$ cat config.mk
export PLATFORM = sky130hd
export DESIGN_NAME = status_branch_sequencer
export DESIGN_NICKNAME = d
export VERILOG_FILES = /design/src/rtl/status_branch_sequencer_pkg.sv /design/src/rtl/branch_target_calc.sv /design/src/rtl/status_branch_sequencer.sv
export SDC_FILE = /design/constraint.sdc
export NUM_CORES = 1
export LEC_CHECK = 0
export CORE_ASPECT_RATIO = 0.8
export CORE_MARGIN = 1.5
export CORE_UTILIZATION = 50
export DETAILED_ROUTE_END_ITERATION = 8
export DONT_BUFFER_PORTS = 1
export GPL_TIMING_DRIVEN = 0
export PLACE_DENSITY = 0.64
export SETUP_SLACK_MARGIN = 0.4
export SYNTH_ARGS = -nofsm -noshare
export SYNTH_HDL_FRONTEND = slang
export SYNTH_SLANG_ARGS = --single-unit
$ cat constraint.sdc
create_clock -name clk -period 5.3 [get_ports clk]
set_input_delay 1.06 -clock clk [delete_from_list [all_inputs] [get_ports clk]]
set_output_delay 1.06 -clock clk [all_outputs]
set_load 0.05 [all_outputs]
$ cat src/rtl/status_branch_sequencer_pkg.sv
// Shared definitions for the status-driven PC sequencer.
//   status_e : 3-bit {status2,status1,status0} code from the control decoder
//   state_e  : sequencer state (IDLE accepts steps, MEM waits for mem_ack)
package status_branch_sequencer_pkg;

  localparam int unsigned STATUS_W  = 3;
  localparam int unsigned JTARGET_W = 26;

  typedef enum logic [STATUS_W-1:0] {
    ST_NORM  = 3'b000,
    ST_BMN   = 3'b001,
    ST_BRZ   = 3'b010,
    ST_BZ    = 3'b011,
    ST_JMOR  = 3'b100,
    ST_JALM  = 3'b101,
    ST_JSPAL = 3'b110,
    ST_BEQ   = 3'b111
  } status_e;

  typedef enum logic {
    IDLE = 1'b0,
    MEM  = 1'b1
  } state_e;

endpackage

$ cat src/rtl/branch_target_calc.sv
// Combinational next-PC and memory-address candidates for the sequencer.
// Ports:
//   pc, imm_ext, jtarget, rs_val, sp_val : current PC and operand inputs
//   pc4_c         : pc+4
//   bt_c          : pc4 + (imm_ext << 2)
//   jt_c          : {pc4[top 4], jtarget, 2'b00}
//   rs_imm_addr_c : (rs_val + imm_ext), word aligned
//   rs_addr_c     : rs_val, word aligned
//   sp_addr_c     : sp_val, word aligned
module branch_target_calc
  import status_branch_sequencer_pkg::*;
#(
  parameter int unsigned ADDR_W = 32
) (
  input  logic [ADDR_W-1:0]    pc,
  input  logic [ADDR_W-1:0]    imm_ext,
  input  logic [JTARGET_W-1:0] jtarget,
  input  logic [ADDR_W-1:0]    rs_val,
  input  logic [ADDR_W-1:0]    sp_val,
  output logic [ADDR_W-1:0]    pc4_c,
  output logic [ADDR_W-1:0]    bt_c,
  output logic [ADDR_W-1:0]    jt_c,
  output logic [ADDR_W-1:0]    rs_imm_addr_c,
  output logic [ADDR_W-1:0]    rs_addr_c,
  output logic [ADDR_W-1:0]    sp_addr_c
);

  localparam logic [ADDR_W-1:0] ALIGN_MASK = ~ADDR_W'(3);

  logic [ADDR_W-1:0] rs_imm_sum;

  assign pc4_c         = pc + ADDR_W'(4);
  assign bt_c          = pc4_c + (imm_ext << 2);
  // Region-relative jump: keep the top nibble of pc4 above the 28-bit target.
  assign jt_c          = {pc4_c[ADDR_W-1:JTARGET_W+2], jtarget, 2'b00};
  assign rs_imm_sum    = rs_val + imm_ext;
  assign rs_imm_addr_c = rs_imm_sum & ALIGN_MASK;
  assign rs_addr_c     = rs_val & ALIGN_MASK;
  assign sp_addr_c     = sp_val & ALIGN_MASK;

endmodule

$ cat src/rtl/status_branch_sequencer.sv
// Owns the architectural PC and resolves next-PC from the decoder status code,
// including flag branches and memory-indirect jumps run over a req/ack port.
// Ports:
//   clk, reset                : clock, synchronous active-high reset
//   step_valid, status        : decoded instruction and its 3-bit status code
//   imm_ext, jtarget          : immediate and J-format target
//   rs_val, sp_val            : register operands
//   alu_zero, alu_neg, flag_we: live ALU flags and Z/N latch enable
//   pc, busy                  : current PC, stall request
//   mem_req/we/addr/wdata     : data-memory request, held until mem_ack
//   mem_rdata, mem_ack        : read data and one-cycle completion
//   link_we, link_data        : one-cycle return-address write
module status_branch_sequencer
  import status_branch_sequencer_pkg::*;
#(
  parameter int unsigned       ADDR_W   = 32,
  parameter logic [ADDR_W-1:0] RESET_PC = 32'h0000_0000
) (
  input  logic                 clk,
  input  logic                 reset,
  input  logic                 step_valid,
  input  logic [STATUS_W-1:0]  status,
  input  logic [ADDR_W-1:0]    imm_ext,
  input  logic [JTARGET_W-1:0] jtarget,
  input  logic [ADDR_W-1:0]    rs_val,
  input  logic [ADDR_W-1:0]    sp_val,
  input  logic                 alu_zero,
  input  logic                 alu_neg,
  input  logic                 flag_we,
  output logic [ADDR_W-1:0]    pc,
  output logic                 busy,
  output logic                 mem_req,
  output logic                 mem_we,
  output logic [ADDR_W-1:0]    mem_addr,
  output logic [ADDR_W-1:0]    mem_wdata,
  input  logic [ADDR_W-1:0]    mem_rdata,
  input  logic                 mem_ack,
  output logic                 link_we,
  output logic [ADDR_W-1:0]    link_data
);

  localparam logic [ADDR_W-1:0] ALIGN_MASK = ~ADDR_W'(3);

  state_e            state_q, state_d;
  status_e           op_q, op_d;
  logic [ADDR_W-1:0] pc_q, pc_d;
  logic              z_q, z_d, n_q, n_d;
  logic              busy_q, busy_d;
  logic              mem_req_q, mem_req_d;
  logic              mem_we_q, mem_we_d;
  logic [ADDR_W-1:0] mem_addr_q, mem_addr_d;
  logic [ADDR_W-1:0] mem_wdata_q, mem_wdata_d;
  logic              link_we_q, link_we_d;
  logic [ADDR_W-1:0] link_data_q, link_data_d;
  logic [ADDR_W-1:0] cap_pc4_q, cap_pc4_d;
  logic [ADDR_W-1:0] cap_jt_q, cap_jt_d;

  logic [ADDR_W-1:0] pc4_c, bt_c, jt_c, rs_imm_addr_c, rs_addr_c, sp_addr_c;
  status_e           status_c;

  assign status_c = status_e'(status);

  branch_target_calc #(.ADDR_W(ADDR_W)) u_calc (
    .pc            (pc_q),
    .imm_ext       (imm_ext),
    .jtarget       (jtarget),
    .rs_val        (rs_val),
    .sp_val        (sp_val),
    .pc4_c         (pc4_c),
    .bt_c          (bt_c),
    .jt_c          (jt_c),
    .rs_imm_addr_c (rs_imm_addr_c),
    .rs_addr_c     (rs_addr_c),
    .sp_addr_c     (sp_addr_c)
  );

  // Next-state and next-output logic; every register holds unless changed.
  always_comb begin
    state_d     = state_q;
    op_d        = op_q;
    pc_d        = pc_q;
    busy_d      = busy_q;
    mem_req_d   = mem_req_q;
    mem_we_d    = mem_we_q;
    mem_addr_d  = mem_addr_q;
    mem_wdata_d = mem_wdata_q;
    link_we_d   = 1'b0;
    link_data_d = link_data_q;
    cap_pc4_d   = cap_pc4_q;
    cap_jt_d    = cap_jt_q;
    // Flags update at this edge; a step in the same cycle sees z_q/n_q.
    z_d         = flag_we ? alu_zero : z_q;
    n_d         = flag_we ? alu_neg  : n_q;

    unique case (state_q)
      IDLE: begin
        if (step_valid) begin
          unique case (status_c)
            ST_NORM: pc_d = pc4_c;
            ST_BEQ:  pc_d = alu_zero ? bt_c : pc4_c;
            ST_BRZ:  pc_d = z_q ? rs_addr_c : pc4_c;
            ST_BZ:   pc_d = z_q ? jt_c : pc4_c;
            ST_BMN, ST_JMOR, ST_JALM, ST_JSPAL: begin
              if (status_c == ST_BMN && !n_q) begin
                pc_d = pc4_c;
              end else begin
                state_d   = MEM;
                op_d      = status_c;
                busy_d    = 1'b1;
                mem_req_d = 1'b1;
                mem_we_d  = (status_c == ST_JSPAL);
                cap_pc4_d = pc4_c;
                cap_jt_d  = jt_c;
                unique case (status_c)
                  ST_JMOR:  mem_addr_d = rs_addr_c;
                  ST_JSPAL: begin
                    mem_addr_d  = sp_addr_c;
                    mem_wdata_d = pc4_c;
                  end
                  default:  mem_addr_d = rs_imm_addr_c;
                endcase
              end
            end
          endcase
        end
      end
      MEM: begin
        if (mem_ack) begin
          state_d   = IDLE;
          busy_d    = 1'b0;
          mem_req_d = 1'b0;
          pc_d      = (op_q == ST_JSPAL) ? cap_jt_q : (mem_rdata & ALIGN_MASK);
          if (op_q == ST_JMOR || op_q == ST_JALM) begin
            link_we_d   = 1'b1;
            link_data_d = cap_pc4_q;
          end
        end
      end
      default: state_d = IDLE;
    endcase
  end

  // State and output registers.
  always_ff @(posedge clk) begin
    if (reset) begin
      state_q     <= IDLE;
      op_q        <= ST_NORM;
      pc_q        <= RESET_PC;
      z_q         <= 1'b0;
      n_q         <= 1'b0;
      busy_q      <= 1'b0;
      mem_req_q   <= 1'b0;
      mem_we_q    <= 1'b0;
      mem_addr_q  <= '0;
      mem_wdata_q <= '0;
      link_we_q   <= 1'b0;
      link_data_q <= '0;
      cap_pc4_q   <= '0;
      cap_jt_q    <= '0;
    end else begin
      state_q     <= state_d;
      op_q        <= op_d;
      pc_q        <= pc_d;
      z_q         <= z_d;
      n_q         <= n_d;
      busy_q      <= busy_d;
      mem_req_q   <= mem_req_d;
      mem_we_q    <= mem_we_d;
      mem_addr_q  <= mem_addr_d;
      mem_wdata_q <= mem_wdata_d;
      link_we_q   <= link_we_d;
      link_data_q <= link_data_d;
      cap_pc4_q   <= cap_pc4_d;
      cap_jt_q    <= cap_jt_d;
    end
  end

  assign pc        = pc_q;
  assign busy      = busy_q;
  assign mem_req   = mem_req_q;
  assign mem_we    = mem_we_q;
  assign mem_addr  = mem_addr_q;
  assign mem_wdata = mem_wdata_q;
  assign link_we   = link_we_q;
  assign link_data = link_data_q;

endmodule

# ---- Word-level counts from Yosys, hierarchy flattened
# Index checks and enable logic that the tools add are counted.
dict set report totals {
  ff_bits 199
  wordCells 66
}
dict set report classes {
  addsub 3
  n_eq_ne 15
  muxes 21
  bitwise_logic 3
  n_reduce_logical 11
}
# op n
set op_table {}
lappend op_table {{$mux 32} 6}
lappend op_table {{$pmux 32 s5} 1}
lappend op_table {{$pmux 32 s2} 2}
lappend op_table {{$add 32x32->32} 2}
lappend op_table {{$add 32x3->32 const B} 1}
lappend op_table {{$mux 28} 1}
lappend op_table {{$eq 3x3->1 const B} 7}
lappend op_table {{$mux 1} 9}
lappend op_table {{$reduce_and 4->1} 2}
lappend op_table {{$eq 3x2->1 const B} 2}
lappend op_table {{$ne 2x2->1 const B} 3}
lappend op_table {{$reduce_and 3->1} 2}
lappend op_table {{$reduce_and 5->1} 1}
lappend op_table {{$pmux 1 s2} 2}
lappend op_table {{$reduce_or 4->1} 1}
lappend op_table {{$eq 3x1->1 const B} 1}
lappend op_table {{$logic_not 3->1} 1}
lappend op_table {{$ne 3x3->1 const B} 1}
lappend op_table {{$not 1->1} 3}
lappend op_table {{$reduce_or 3->1} 1}
lappend op_table {{$ne 2x1->1 const B} 1}
lappend op_table {{$logic_and 1x1->1} 1}
lappend op_table {{$logic_not 1->1} 1}
lappend op_table {{$logic_or 1x1->1} 1}

# ---- Depth between registers and ports, before layout
# Gate-level depths: netlist of run 1.
dict set report logic_depth {
  word_depth 6
  ltp_mapped 19
}

# ---- By module
# From an unflattened synthesis of run 1, not the netlist that was laid out.
dict set report unflattened {
  hier_cells 1777
  hier_area_um2 14096.0
}
# module n_inst cells_each area_per_inst_um2
set by_module_without_submodules {}
lappend by_module_without_submodules {status_branch_sequencer 1 1221 10019.6}
lappend by_module_without_submodules {branch_target_calc 1 556 4076.4}

# ---- Worst setup path after synthesis of run 1
# No wires, ideal clock.
dict set report synth_timing {
  path_type {register -> register}
  start {reg pc_q[4] (netlist: pc[4])}
  end {reg pc_q[27] (netlist: pc[27])}
  setup_ps 132
  t_arrival_ps 4064
  required_time_ps 5168
  path_slack_ps 1104
  stages_incl_launch_ff 19
  path_buffers 1
  cell_sequence {dfxtp_1 and4_1 and3_1 and4_1 buf_4 nand3_1 xor2_1 inv_1 ha_1 a21o_1 a21o_1 a21oi_1 a2bb2oi_1 o311ai_2 a221oi_2 o21ai_0 xor2_1 a221oi_1 nor3_1}
}
dict set report synth_between {
  elab_chain_len 6
}
# item line
set synth_lines {}
lappend synth_lines {{start, declared} status_branch_sequencer.sv:46} ;# logic [ADDR_W-1:0] pc_q, pc_d;
lappend synth_lines {{start signal, assigned} status_branch_sequencer.sv:163} ;# pc_q <= pc_d;
lappend synth_lines {{$add 32x3->32} branch_target_calc.sv:32} ;# assign pc4_c = pc + ADDR_W'(4);
lappend synth_lines {{net pc4_c[14]} status_branch_sequencer.sv:58} ;# logic [ADDR_W-1:0] pc4_c, bt_c, jt_c, rs_imm_addr_c, rs_addr_c, sp_addr_c;
lappend synth_lines {{$add 32x32->32} branch_target_calc.sv:33} ;# assign bt_c = pc4_c + (imm_ext << 2);
lappend synth_lines {{$mux 32} status_branch_sequencer.sv:100} ;# ST_BEQ: pc_d = alu_zero ? bt_c : pc4_c;
lappend synth_lines {{$pmux 32 s5} status_branch_sequencer.sv:98} ;# unique case (status_c)
lappend synth_lines {{$mux 32} status_branch_sequencer.sv:97} ;# if (step_valid) begin
lappend synth_lines {{$pmux 32 s2} status_branch_sequencer.sv:95} ;# unique case (state_q)
# The timed path passes the listed nets, and every way through them passes these cells. The select of a mux whose other input is x is not followed.
# A chain may end at the register's enable or synchronous reset.

# ---- Worst setup path in the final report of run 1
dict set report layout_timing {
  start {reg pc_q[15] (netlist: pc[15])}
  end {reg pc_q[31] (netlist: pc[31])}
}
# Same word-level chain as after synthesis.

==> results of run 1 <==
==> flip-flops by register name, summed over array words and instances, names as in the netlist <==
signal	flops
state_q	1
op_q	3
pc	30
mem_wdata	30
cap_pc4_q	30
mem_req	1
link_we	1
n_q	1
z_q	1
mem_addr	30
mem_we	1
link_data	30
cap_jt_q	26
==> layout make-up <==
cell class / instances / area (um^2) / area share, %
Tap cell: 306 / 382.9 / 3.011
Clock buffer: 18 / 439.2 / 3.454
Sequential cell: 185 / 3725 / 29.29
Multi-Input combinational cell: 1208 / 7377 / 58.01
Clock inverter: 14 / 180.2 / 1.417
Buffer: 105 / 480.5 / 3.778
Inverter: 35 / 131.4 / 1.033
==> layer usage <==
| layer | GRT usage, % | wire length [um] | vias up |
|---|---|---|---|
| met5 | 0 | 0 | - |
| met4 | 14.65 | 1727 | 0 |
| met3 | 14.95 | 6470 | 102 |
| met2 | 57.09 | 19900 | 674 |
| met1 | 50.89 | 19550 | 5692 |
| li1 | - | - | 5491 |
==> worst max path at each step <==
stage | endpoint | slack (ps) | from | depth (start not counted)
after global routing | pc[27] | 410 | pc[9] | 17
final | pc[31] | 590 | pc[15] | 16
after floorplan | pc[27] | 1100 | pc[4] | 18
after global placement | pc[27] | 230 | pc[4] | 18
after detailed placement | pc[27] | 200 | pc[4] | 18
after CTS | pc[27] | 430 | pc[4] | 18
==> critical path, stage by stage (launching register included) <==
cell	delay, ps
dfxtp_1	780
and4_1	340
and3_1	270
and3_1	220
nand2_1	180
nor2_4	210
and2_1	160
xor2_1	660
ha_1	360
a21oi_1	160
o21bai_1	160
a21oi_1	120
and4_1	210
nor3_1	200
o211ai_1	140
mux2_1	350
o2bb2ai_1	140
==> through the flow <==
| step | cells | setup WS, ps | area [um^2] | total power (uW) | utilization (%) |
|---|---|---|---|---|---|
| floorplan | 1533 | 1104 | 11650 | 2270 | - |
| finish | 1871 | 587.8 | 12720 | 3867 | 56.21 |
| global placement | 1839 | 232.0 | 12040 | 2498 | 53.20 |
| CTS | 1871 | 431.4 | 12660 | 3845 | 55.96 |
| detailed placement | 1839 | 200.6 | 12040 | 2504 | 53.20 |
| global route | 1871 | 405.5 | 12720 | 3993 | 56.21 |
==> power groups by stage <==
stage	clock (uW)	sequential [uW]	combinational, uW
after floorplan	0	1670	602
after global placement	0	1690	804
after detailed placement	0	1690	810
after CTS	1370	1660	815
after global routing	1410	1670	914
final	1360	1660	842
==> timing repair <==
item / in CTS / in global routing
gates resized for setup: 5 / 13
setup endpoints to repair: 2 / 2
setup buffers: 0 / 0
hold endpoints to repair: 0 / 0
==> synthesized netlist by cell type, types with 8 or more instances <==
| cell type | count | share of area, % |
|---|---|---|
| a211oi_1 | 43 | 2.8 |
| a21o_1 | 24 | 1.5 |
| a21oi_1 | 201 | 8.7 |
| a221oi_1 | 25 | 1.9 |
| a31oi_1 | 21 | 1.1 |
| and3_1 | 11 | 0.59 |
| buf_4 | 10 | 0.65 |
| clkbuf_1 | 82 | 2.6 |
| dfxtp_1 | 185 | 32 |
| ha_1 | 66 | 7.1 |
| inv_1 | 34 | 1.1 |
| mux2i_1 | 33 | 2.8 |
| nand2_1 | 271 | 8.7 |
| nand3_1 | 41 | 1.8 |
| nand4_1 | 10 | 0.54 |
| nor2_1 | 139 | 4.5 |
| nor3_1 | 42 | 1.8 |
| o21a_1 | 8 | 0.52 |
| o21ai_0 | 51 | 2.2 |
| o221ai_1 | 10 | 0.75 |
| xnor2_1 | 36 | 2.7 |
| xor2_1 | 38 | 2.9 |
==> cell families (layout without fill, tap and decap cells) <==
group	count (synthesis)	in the layout	synth area share, %
AND/OR/NAND/NOR	565	565	21.14
AO/OA/AOI/OAI	455	455	25.32
flip-flops	185	185	31.86
buffers and inverters	140	172	5.263
XOR/XNOR	76	76	5.855
adder cells (fa/ha/maj)	67	67	7.275
multiplexers	37	37	3.261
other	1	8	0.03225
==> key figures, run 1 <==
Status
  – Status: complete, no violations

CTS
  – Count of hold buffers inserted by post-cts repair: 0
  – Clock tree root driver cell: clkbuf_16
  – Inserted Clock Buffers: 17
  – Clk_lat worst skew: 450 ps
  – Number of clock sinks seen by CTS: between 150 and 200
  – Clock input transition at the sequential cells of the worst setup and hold paths: ~80 ps
  – Clock tree from TritonCTS: built
  – H-tree levels: 4
  – Clock tree buffer depth: 2

Setup path
  – Maximum fanout count along the critical path: 5
  – Reg-to-reg setup timing slack: 590 ps
  – Capturing element type of the critical path: register
  – Setup crit start kind: register
  – Reg-to-reg critical path startpoint: pc[15]
  – Crit path kind: register to register
  – Worst Reg-to-Reg Cells: 16
  – Reg2Reg Capture Point: pc[31]
  – Endpoint arrival time on the critical path: between 5000 and 6000 ps
  – Critical path data required time: roughly 5700 ps

Pwr
  – Portion of total power attributed to combinational logic: between 20% and 30%
  – Switching share of total power: a little over a third
  – Total internal power: about 2500 uW
  – Pwr/cell area: slightly above 300 nW/um^2
  – Leakage power: approximately 0.005 uW
  – Clock share of power: around a third
  – Psw: between 1000 and 1500 uW
  – Maximum vdd ir drop: approximately 220 uV
  – Reg power frac: between 40 and 50%

Synthesis
  – Number of enable flip-flop cells after synthesis: 0
  – Cell area after synthesis: roughly 12000 um^2
  – Number of warnings printed during yosys synthesis: 0
  – Average footprint of a synthesized cell: 7.619 um^2
  – Share of the yosys chip area belonging to registers: around a third
  – Share of flip-flops with an asynchronous set or reset after synthesis: 0%
  – Primary flip-flop cell chosen by synthesis mapping: dfxtp_1
  – Count of different cell masters after synthesis: between 80 and 90
  – Cells after Synth: 1526
  – Flip-flop and latch count after synthesis: approximately 190

Hold path
  – Min-Delay Startpoint: cap_pc4_q[16]
  – Hold Path Class: register to register
  – Cells on Worst Hold Path: 2
  – Worst hold endpoint: link_data[16]

Timing
  – Setup repair after global routing missed its margin: false
  – Count of final max-slew check failures: 0
  – Count of final setup violators: 0
  – Minimum period implied by the final worst setup slack: 4712 ps
  – Final worst path period share: 88.91%
  – Headroom to the max-slew limit: about 22%
  – Worst setup skew after layout: approximately 15 ps
  – Highest attainable clock frequency: about 210 MHz
  – Worst hold-check slack: 455.6 ps
  – Count of endpoints failing hold in the final timing report: 0
  – Total negative slack: 0 ps
  – Slew at the pin closest to its max-slew limit: ~1200 ps

Die
  – Placement Rows: 49
  – Number of primary I/O pins: about 300
  – Height of the chip: 139.4 um
  – Initial cell density of the core: between 50% and 60%
  – Floorplan Core Area: ~23000 um^2
  – Floorplan die area: about 24000 um^2
  – Width of the die: ~170 um

GRT
  – Largest net degree at the start of global routing: 20
  – Gr usage total: approximately two fifths
  – Via count of the first global-routing pass: between 10000 and 15000
  – Wire length of the first global-routing pass: around 70000 um
  – Antenna violations before repair: 0
  – Congestion Overflow GR: 0

Routing
  – Starting DRC count in detailed routing: approximately 1400
  – Detailed-router iteration count before antenna repair: 6
  – Number of vias in the routed layout: 11960
  – Post-route ant nets: 0
  – Remaining design rule violation count: 0
  – Average vias per placed instance: 6.392
  – Aggregate routed wire length: 47640 um
  – Final routed wire length divided by cell count: approximately 25 um

Layout
  – Antenna fix cells: 0
  – Fraction of layout cells with a size suffix above 1: roughly 6.3%
  – Most common cell after layout, fill and taps aside: nand2_1
  – Layout overhead on the synthesized area: 9.373%
  – Top library cells by usage in the layout, fill and taps aside: nand2_1 (271), a21oi_1 (201), dfxtp_1 (176), nor2_1 (139), clkbuf_1 (82)
  – Count of filler cells inserted in the layout: 2211
  – Total Nets Final: ~1800

Placed design
  – RePlAce Congestion: ~0.97
  – Post-detailed-placement half-perimeter wirelength: 38490 um
  – Number of buffers added on ports: 0

Run
  – Count of maximum capacitance violations: 0
Power figures use the tool's default switching activity.
==> run 2, diff against run 1 <==
--- a/config.mk
+++ b/config.mk
@@ -5,13 +5,15 @@
 export SDC_FILE = /design/constraint.sdc
 export NUM_CORES = 1
 export LEC_CHECK = 0
+export CELL_PAD_IN_SITES_DETAIL_PLACEMENT = 0
+export CELL_PAD_IN_SITES_GLOBAL_PLACEMENT = 2
 export CORE_ASPECT_RATIO = 0.8
 export CORE_MARGIN = 1.5
-export CORE_UTILIZATION = 50
+export CORE_UTILIZATION = 36
 export DETAILED_ROUTE_END_ITERATION = 8
 export DONT_BUFFER_PORTS = 1
 export GPL_TIMING_DRIVEN = 0
-export PLACE_DENSITY = 0.64
+export PLACE_DENSITY = 0.79
 export SETUP_SLACK_MARGIN = 0.4
 export SYNTH_ARGS = -nofsm -noshare
 export SYNTH_HDL_FRONTEND = slang
==> key figures, run 2 (synthesized netlist as in run 1, its figures left out) <==
Layout
  – Top library cells by usage in the layout, fill and taps aside: nand2_1 (271), a21oi_1 (201), dfxtp_1 (174), nor2_1 (139), clkbuf_1 (82)
  – Layout overhead on the synthesized area: 10.57%
  – Storage element area: 3727 um^2 (about the same)
  – Most common cell after layout, fill and taps aside: nand2_1
  – Total Nets Final: 1785 (+0.11%)
  – Non-Filler Cell Area, Final: 12850 um^2 (+1.1%)
  – Final instance count without filler cells: 1988 (+6.3%)
  – Count of filler cells inserted in the layout: 3379 (+53%)
  – Footprint of the multi-input gates: 7385 um^2 (+0.10%)
  – Fraction of layout cells with a size suffix above 1: 6.577% (+0.25 points)

GRT
  – Antenna violations before repair: 5 (+5)
  – Largest net degree at the start of global routing: 19 (-5.0%)
  – Gr usage total: 30.75% (-7.9 points)
  – Via count of the first global-routing pass: 11090 (-0.81%)
  – Wire length of the first global-routing pass: 73860 um (+5.6%)
  – Congestion Overflow GR: 0 (unchanged)

Placed design
  – Number of buffers added on ports: 0 (unchanged)
  – Post-detailed-placement half-perimeter wirelength: 42630 um (+11%)
  – Placement-stage worst setup slack: 125.0 ps (-75.63 ps)
  – Placed cell count: 1953 (+6.2%)
  – Total cell area at the placement stage: 12180 um^2 (+1.2%)
  – RePlAce Congestion: 0.9329 (-3.8%)

Setup path
  – Crit path kind: register to register
  – Cell class contributing the biggest share of worst-path delay: compound AO/OA/AOI/OAI gates
  – Setup crit start kind: register
  – Longest individual stage delay on the worst path: 720 ps (-60 ps)
  – Critical path data required time: 5680 ps (about the same)
  – Maximum fanout count along the critical path: 9 (+4)
  – Worst path cell trace: ha_1 -> xor2_1 -> ha_1 -> a21o_1 -> a21oi_1 -> a21oi_2 -> o21ai_2 -> o311ai_2 -> a221oi_4 -> or4_1 -> o211ai_1 -> mux2_1 -> o2bb2ai_1
  – Capturing element type of the critical path: register
  – Endpoint arrival time on the critical path: 5020 ps (-70 ps)
  – Cell mode on critical path: ha_1
  – Slowest-stage cell, CP: xor2_1
  – Reg-to-reg setup timing slack: 660 ps (+70 ps)
  – Count of buffering cells on the critical path with inverters included: 0 (unchanged)

Routing
  – Detailed-router iteration count before antenna repair: 5 (-1)
  – Aggregate routed wire length: 52040 um (+9.2%)
  – Starting DRC count in detailed routing: 899 (-34%)
  – Average vias per placed instance: 5.852 (-8.4%)
  – Remaining design rule violation count: 0 (unchanged)
  – Final routed wire length divided by cell count: 26.18 um (+2.8%)
  – Number of vias in the routed layout: 11630 (-2.7%)
  – Post-route ant nets: 0 (unchanged)

Timing
  – Total negative slack: 0 ps (unchanged)
  – Highest attainable clock frequency: 215.6 MHz (+1.6%)
  – Minimum period implied by the final worst setup slack: 4638 ps (-74.67 ps)
  – Final worst path period share: 87.50% (-1.4 points)
  – Slew at the pin closest to its max-slew limit: 1181 ps (+16.76 ps)
  – Count of endpoints failing hold in the final timing report: 0 (unchanged)
  – Count of final max-slew check failures: 0 (unchanged)
  – Count of final setup violators: 0 (unchanged)
  – Worst setup skew after layout: 10.01 ps (-5.468 ps)
  – Setup repair after global routing missed its margin: true
  – Headroom to the max-slew limit: 21.08% (-0.93 points)
  – Final worst setup slack: 662.5 ps (+74.67 ps)

Pwr
  – Portion of total power attributed to combinational logic: 22.0% (+0.2 points)
  – Switching share of total power: 36.79% (+0.22 points)
  – Maximum vdd ir drop: 221.5 uV (+2.8%)
  – Leakage power: 0.005012 uW (about the same)
  – Clock share of power: 34.6% (-0.6 points)
  – Psw: 1415 uW (about the same)
  – Total internal power: 2430 uW (-0.92%)
  – Reg power frac: 43.4% (+0.4 points)
  – Pwr/cell area: 299.1 nW/um^2 (-1.6%)
  – Post-layout total power: 3845 uW (-0.57%)

CTS
  – Clock tree from TritonCTS: built
  – Number of clock sinks seen by CTS: 185 (unchanged)
  – Clk_lat worst skew: 450 ps (about the same)
  – Inserted Clock Buffers: 17 (unchanged)
  – Clock input transition at the sequential cells of the worst setup and hold paths: 70 ps (about the same)
  – Clock tree root driver cell: clkbuf_16
  – H-tree levels: 4 (unchanged)
  – Clock tree buffer depth: 2 (unchanged)

Hold path
  – Hold Path Class: register to register

Die
  – Floorplan Core Area: 31640 um^2 (+40%)
  – Height of the chip: 163.7 um (+17%)
  – Initial cell density of the core: 36.74% (-15 points)
  – Floorplan die area: 33390 um^2 (+38%)
  – Number of primary I/O pins: 296 (unchanged)
  – Width of the die: 203.9 um (+18%)
  – Placement Rows: 58 (+18%)

Status
  – Status: complete, no violations

Run
  – Count of maximum capacitance violations: 0 (unchanged)
[run 2: stage by stage]
| step | hold WS (ps) | util [%] |
|---|---|---|
| floorplan | 432.2 | - |
| global placement | 445.8 | 38.49 |
| detailed placement | 449.1 | 38.49 |
| CTS | 459.0 | 40.39 |
| global route | 477.1 | 40.61 |
| finish | 457.3 | 40.63 |
[run 2: cell type report]
| class | instances | area share (%) |
|---|---|---|
| inverters | 35 | 1.022 |
| diodes | 2 | 0.03893 |
| well taps | 420 | 4.088 |
| multi-input cells | 1208 | 57.45 |
| clock inverters | 14 | 1.246 |
| clock buffers | 17 | 3.309 |
| flip-flops and latches | 185 | 29.00 |
| repair buffers | 2 | 0.1168 |
| plain buffers | 105 | 3.738 |
[run 2: metal layers]
layer	GRT usage (%)	share of wire [%]	vias to the layer above
li1	-	-	5488
met1	40.47	44	5581
met2	46.85	43	501
met3	11.43	11	60
met4	8.552	2.3	4
met5	0	0.046	-
[run 2: power by group through the flow]
| stage | combinational [uW] | clock (uW) | sequential [uW] |
|---|---|---|---|
| 6_report | 847 | 1330 | 1670 |
| 5_1_grt | 928 | 1400 | 1680 |
| 4_1_cts | 831 | 1350 | 1670 |
| 3_5_place_dp | 824 | 0 | 1700 |
| 3_3_place_gp | 820 | 0 | 1700 |
| 2_1_floorplan | 602 | 0 | 1670 |
[run 2: worst register-to-register path, delay by kind of cell (launching register included)]
kind | cells | cell delay [ps]
AO/OA/AOI/OAI | 8 | 1460
flip-flops | 1 | 680
adder cells (fa/ha/maj) | 2 | 830
multiplexers | 1 | 380
AND/OR/NAND/NOR | 1 | 520
XOR/XNOR | 1 | 720
[run 2: path summary, 6_finish.rpt]
check,end,from,cells after the start
worst max register to register,pc[31],pc[2],13
worst max-delay path,pc[31],pc[2],13
worst min register to register,link_data[26],cap_pc4_q[26],2
worst min-delay path,link_data[26],cap_pc4_q[26],2
[run 2: what timing repair did]
item	in CTS	in global routing
resized for setup	6	15
hold buffers	0	0
pin swaps	0	1
setup buffers	0	2
endpoints found under the setup margin	2	3
hold endpoints to repair	0	0
